`src/rtl/maze_move_ctrl.sv`:
```
// maze_move_ctrl: turns debounced key events into wall-checked player steps on a bounded grid.
// Optional request timeout enabled by defining MAZE_MOVE_TIMEOUT_EN.
module maze_move_ctrl #(
    parameter int X_W     = 4,
    parameter int Y_W     = 4,
    parameter int X_MAX   = 15,
    parameter int Y_MAX   = 15,
    parameter int START_X = 0,
    parameter int START_Y = 0,
    parameter int GOAL_X  = 15,
    parameter int GOAL_Y  = 15
) (
    input  logic           i_Clk,
    input  logic           i_Rst,
    input  logic           i_fKey,
    input  logic [3:0]     i_Key,
    output logic           o_MapReq,
    output logic [X_W-1:0] o_MapX,
    output logic [Y_W-1:0] o_MapY,
    input  logic           i_MapAck,
    input  logic           i_MapWall,
    output logic [X_W-1:0] o_PosX,
    output logic [Y_W-1:0] o_PosY,
    output logic           o_fMoved,
    output logic           o_fBump,
    output logic           o_fGoal,
    output logic           o_Busy,
    output logic [15:0]    o_MoveCnt
);
    localparam logic [1:0]     S_IDLE = 2'd0;
    localparam logic [1:0]     S_REQ  = 2'd1;
    localparam logic [1:0]     S_GOAL = 2'd2;
    localparam logic [X_W:0]   X_LIM  = (X_W+1)'(X_MAX);
    localparam logic [Y_W:0]   Y_LIM  = (Y_W+1)'(Y_MAX);
    localparam logic [X_W:0]   X_ONE  = (X_W+1)'(1);
    localparam logic [Y_W:0]   Y_ONE  = (Y_W+1)'(1);
    localparam logic [X_W-1:0] X_ST   = X_W'(START_X);
    localparam logic [Y_W-1:0] Y_ST   = Y_W'(START_Y);
    localparam logic [X_W-1:0] X_GL   = X_W'(GOAL_X);
    localparam logic [Y_W-1:0] Y_GL   = Y_W'(GOAL_Y);

    logic [1:0]     state_q, state_d;
    logic [X_W-1:0] pos_x_q, pos_x_d, map_x_q, map_x_d;
    logic [Y_W-1:0] pos_y_q, pos_y_d, map_y_q, map_y_d;
    logic [15:0]    cnt_q, cnt_d;
    logic           req_q, req_d, busy_q, busy_d, goal_q, goal_d;
    logic           moved_q, moved_d, bump_q, bump_d;
    logic [X_W:0]   tx;
    logic [Y_W:0]   ty;
    logic           in_rng;
`ifdef MAZE_MOVE_TIMEOUT_EN
    logic [4:0]     to_q, to_d;
`endif

    // one extra bit on each axis so a step past 0 wraps to a value above the limit
    always_comb begin
        tx     = i_Key[3] ? {1'b0, pos_x_q} + X_ONE : i_Key[2] ? {1'b0, pos_x_q} - X_ONE : {1'b0, pos_x_q};
        ty     = i_Key[1] ? {1'b0, pos_y_q} + Y_ONE : i_Key[0] ? {1'b0, pos_y_q} - Y_ONE : {1'b0, pos_y_q};
        in_rng = (tx <= X_LIM) && (ty <= Y_LIM);
    end

    always_comb begin
        state_d = state_q;
        pos_x_d = pos_x_q;
        pos_y_d = pos_y_q;
        map_x_d = map_x_q;
        map_y_d = map_y_q;
        cnt_d   = cnt_q;
        req_d   = req_q;
        busy_d  = busy_q;
        goal_d  = goal_q;
        moved_d = 1'b0;
        bump_d  = 1'b0;
`ifdef MAZE_MOVE_TIMEOUT_EN
        to_d    = to_q;
`endif
        case (state_q)
            S_IDLE: begin
                if (i_fKey && $onehot(i_Key)) begin
                    if (in_rng) begin
                        state_d = S_REQ;
                        req_d   = 1'b1;
                        busy_d  = 1'b1;
                        map_x_d = tx[X_W-1:0];
                        map_y_d = ty[Y_W-1:0];
`ifdef MAZE_MOVE_TIMEOUT_EN
                        to_d    = 5'd0;
`endif
                    end else begin
                        bump_d = 1'b1;
                    end
                end
            end
            S_REQ: begin
                if (i_MapAck) begin
                    req_d  = 1'b0;
                    busy_d = 1'b0;
                    if (i_MapWall) begin
                        bump_d  = 1'b1;
                        state_d = S_IDLE;
                    end else begin
                        pos_x_d = map_x_q;
                        pos_y_d = map_y_q;
                        moved_d = 1'b1;
                        cnt_d   = cnt_q + {15'd0, cnt_q != 16'hFFFF};
                        goal_d  = (map_x_q == X_GL) && (map_y_q == Y_GL);
                        state_d = goal_d ? S_GOAL : S_IDLE;
                    end
                end
`ifdef MAZE_MOVE_TIMEOUT_EN
                else if (to_q == 5'd30) begin
                    req_d   = 1'b0;
                    busy_d  = 1'b0;
                    bump_d  = 1'b1;
                    to_d    = 5'd31;
                    state_d = S_IDLE;
                end else begin
                    to_d = to_q + 5'd1;
                end
`endif
            end
            S_GOAL: goal_d = 1'b1;
            default: state_d = S_IDLE;
        endcase
    end

    always_ff @(posedge i_Clk) begin
        if (i_Rst) begin
            state_q <= S_IDLE;
            pos_x_q <= X_ST;
            pos_y_q <= Y_ST;
            map_x_q <= '0;
            map_y_q <= '0;
            cnt_q   <= '0;
            req_q   <= 1'b0;
            busy_q  <= 1'b0;
            goal_q  <= 1'b0;
            moved_q <= 1'b0;
            bump_q  <= 1'b0;
`ifdef MAZE_MOVE_TIMEOUT_EN
            to_q    <= 5'd0;
`endif
        end else begin
            state_q <= state_d;
            pos_x_q <= pos_x_d;
            pos_y_q <= pos_y_d;
            map_x_q <= map_x_d;
            map_y_q <= map_y_d;
            cnt_q   <= cnt_d;
            req_q   <= req_d;
            busy_q  <= busy_d;
            goal_q  <= goal_d;
            moved_q <= moved_d;
            bump_q  <= bump_d;
`ifdef MAZE_MOVE_TIMEOUT_EN
            to_q    <= to_d;
`endif
        end
    end

    assign o_MapReq  = req_q;
    assign o_MapX    = map_x_q;
    assign o_MapY    = map_y_q;
    assign o_PosX    = pos_x_q;
    assign o_PosY    = pos_y_q;
    assign o_fMoved  = moved_q;
    assign o_fBump   = bump_q;
    assign o_fGoal   = goal_q;
    assign o_Busy    = busy_q;
    assign o_MoveCnt = cnt_q;
endmodule

```
`config.mk`:
```
export PLATFORM = sky130hd
export DESIGN_NAME = maze_move_ctrl
export DESIGN_NICKNAME = d
export VERILOG_FILES = /design/src/rtl/maze_move_ctrl.sv
export SDC_FILE = /design/constraint.sdc
export NUM_CORES = 1
export LEC_CHECK = 0
export BUFFER_PORTS_ARGS = -buffer_cell sky130_fd_sc_hd__buf_2
export CAP_MARGIN = 25
export CORE_MARGIN = 2
export CORE_UTILIZATION = 44
export DETAILED_ROUTE_END_ITERATION = 8
export GPL_TIMING_DRIVEN = 0
export PLACE_DENSITY = 0.65
export SETUP_SLACK_MARGIN = 0.15
export SYNTH_ARGS = -nofsm -noshare
export SYNTH_HDL_FRONTEND = slang
export SYNTH_SLANG_ARGS = --single-unit
export TNS_END_PERCENT = 5
```
`constraint.sdc`:
```
create_clock -name i_Clk -period 9.15 [get_ports i_Clk]
set_clock_uncertainty 0.2 [all_clocks]
set_input_delay 1.3725 -clock i_Clk [delete_from_list [all_inputs] [get_ports i_Clk]]
set_output_delay 1.3725 -clock i_Clk [all_outputs]
set_load 0.1 [all_outputs]
```
==> impl_metrics.tcl <==
set metrics [dict create \
    status "complete, no violations" \
    nets 310 \
    critPathSlowestCell "a2111oi_0" \
    syn_inst 242 \
    tritoncts "built" \
    start_kind "input port" \
    syn_nets 260 \
    crit_required_ns 9.10 \
    syn_avg_cell_area_um2 8.12 \
    yosys_warnings 0 \
    synth_cell_type_count 49 \
    port_buffers 43 \
    layout_min_cycle_time_ns 4.17 \
    io_pins 46 \
    cts.clk_slew.worst_paths_ns 0.07 \
    dominantRegCellSynth "dfxtp_1" \
    synth_commonest_cells "dfxtp_1 (38), nand2_1 (31), a21oi_1 (28)" \
    yosys.cell_count.top_type "dfxtp_1" \
    initial_utilization_pct 45.5 \
    fp.dieH_um 70.8 \
    endpoint_kind "flop" \
    reg2reg_slack_ns 6.23 \
    setup_tns_ns 0 \
    max_freq_mhz 240 \
    drive_above_1_share_pct 19.6 \
    crit_type "in2reg" \
    drt_iter0_markers 97 \
    synth_top_area_share_pct 38.7 \
    dp_hpwl_um 3530 \
    ff2ff_path_depth 10 \
    hold_depth 2 \
    finalCoreUtilization_pct 53.8 \
    hold_buffers 0 \
    max_cap_viol_count 0 \
    synth_edf_count 0 \
    reg2reg_from "o_MoveCnt[4]" \
    cp_max_fo 10 \
    cts_setup_buffers 0 \
    leakagePower_nw 0.946 \
    clock_latency_ns 0.28 \
    crit_arrival_ns 4.12 \
    via_per_inst 5.50 \
    cts_sinks 38 \
    grt-ovfl-total 0 \
    wirelength_um 4740 \
    post_cts_resized 0 \
    h-tree-depth 2 \
    r2r_end "o_MoveCnt[4]" \
    hold_path_end "o_fGoal" \
    relSlewSlack_pct 47.9 \
    vias 1885 \
    final_antenna_net_count 0 \
    async_flop_share_pct 0 \
    maxSlewViolCount 0 \
    wl_per_cell_um 13.8 \
    fillers 452 \
    rows 24 \
    ys_seq_elements 38 \
    ys_top_cells_by_area "dfxtp_1 (39%), a21oi_1 (7.1%), nand2_1 (5.9%), ha_1 (5.1%), nand3_1 (3.1%)" \
    hp-start "o_fGoal" \
    cts_buffers 5 \
    tightest_slew_ns 0.782 \
    path_cells "buf_2, inv_1, fa_1, inv_1, ha_1, ha_1, nor4b_1, nand4b_1, a2111oi_0, nor3_1" \
    fin_crit_sh_pct 45.6 \
    grt.total_usage_pct 20.6 \
    grt_pass1_vias 1814 \
    die_x_um 70.8 \
    yosysSeqAreaShare_pct 38.7 \
    cts_root_buf "clkbuf_8" \
    area_growth_pct 18.5 \
    gp_congestion 0.786 \
    hold_violations 0 \
    hp-class "reg2reg" \
    antenna_found_initial 0 \
    cpPeakStageDelay_ns 0.57 \
    die_area_um2 5020 \
    powerDensity_nw_per_um2 140 \
    cts.path.max_buffers 2 \
    rsz0062_at_grt "false" \
    syn-cell-area_um2 1970 \
    setup_viol 0 \
    drt-pass1-iter-count 4 \
    core_um2 4320 \
    vdd_drop_max_mv 0.100 \
    drc 0 \
    grt_max_degree 11 \
    yosysTopAreaCell "dfxtp_1" \
    grt_first_pass_wirelength_um 8420 \
    num_antenna_cells 0 \
]
[per-layer routing]
metal / up-vias / track usage [%] / wire length, um
met1: 860 / 30.1 / 2290
met3: 5 / 4.70 / 278
met4: 0 / 5.66 / 46
li1: 972 / - / -
met2: 48 / 30.7 / 2120
met5: - / 0 / 0
[registers in the layout (all words and copies together) (netlist names)]
name and count:
o_MapY 4, o_fBump 1, o_MapX 4, o_Busy 1, o_PosY 4, o_MoveCnt 16
o_fGoal 1, state_q 2, o_fMoved 1, o_PosX 4
[critical path: cells and delay by family]
kind | cells | cell delay, ns
compound gates | 1 | 0.57
fa+ha+maj | 3 | 0.94
simple gates | 3 | 0.94
buf+inv | 3 | 0.29
[final cells by class]
cell class / instances / area [um2] / area share (%)
Tap cell: 52 / 65.1 / 2.79
Multi-Input combinational cell: 180 / 1100 / 47.4
Inverter: 11 / 41.3 / 1.77
Sequential cell: 38 / 761 / 32.7
Buffer: 13 / 58.8 / 2.53
Timing Repair Buffer: 43 / 215 / 9.24
Clock buffer: 6 / 82.6 / 3.55
[stage by stage]
step / setup slack (ns) / std cells / total power, mW / area [um2] / hold WS, ns
after floorplan: 5.21 / 242 / 0.207 / 1970 / 0.298
after global placement: 4.76 / 337 / 0.218 / 2250 / 0.254
after detailed placement: 4.74 / 337 / 0.218 / 2250 / 0.248
after CTS: 5.03 / 343 / 0.328 / 2330 / 0.263
after global routing: 4.82 / 343 / 0.341 / 2330 / 0.316
final: 4.98 / 343 / 0.326 / 2330 / 0.262
[worst max path at each step]
| stage | start | end | slack [ns] | depth (start not counted) |
|---|---|---|---|---|
| 6_report | i_Key[1] | o_MapY[1] | 4.98 | 10 |
| 5_1_grt | i_Key[1] | o_MapY[1] | 4.82 | 10 |
| 4_1_cts | i_Key[1] | o_MapY[1] | 5.03 | 10 |
| 3_5_place_dp | i_Key[1] | o_MapY[1] | 4.74 | 10 |
| 3_3_place_gp | i_Key[1] | o_MapY[1] | 4.76 | 10 |
| 2_1_floorplan | i_Key[1] | o_MapY[1] | 5.21 | 10 |
[cell families after synthesis]
kind of cell	Yosys count	synth area share, %
flip-flops	38	38.7
adder cells (fa/ha/maj)	9	6.11
buffers and inverters	24	5.09
AO/OA/AOI/OAI	57	17.3
XOR/XNOR	10	4.46
AND/OR/NAND/NOR	104	28.3
[where the power goes]
group	internal, mW	switching (mW)
registers	0.168	0.00220
clock network	0.0581	0.0536
logic	0.0109	0.0335
total	0.237	0.0893
[cells in the final DEF, fill, tap and decap left out, types with 4 or more instances in the layout]
cell type   n
nand2_1    31
clkbuf_1    7
nand3_1    12
buf_2      47
nand4_1     9
nor2_1     15
or3_1       4
inv_1      11
xor2_1      6
ha_1        8
o21ai_0    12
dfxtp_1    38
clkbuf_8    6
a21oi_1    28
xnor2_1     4
nor3_1      6
Note: power is estimated with default switching activity, not from simulation.
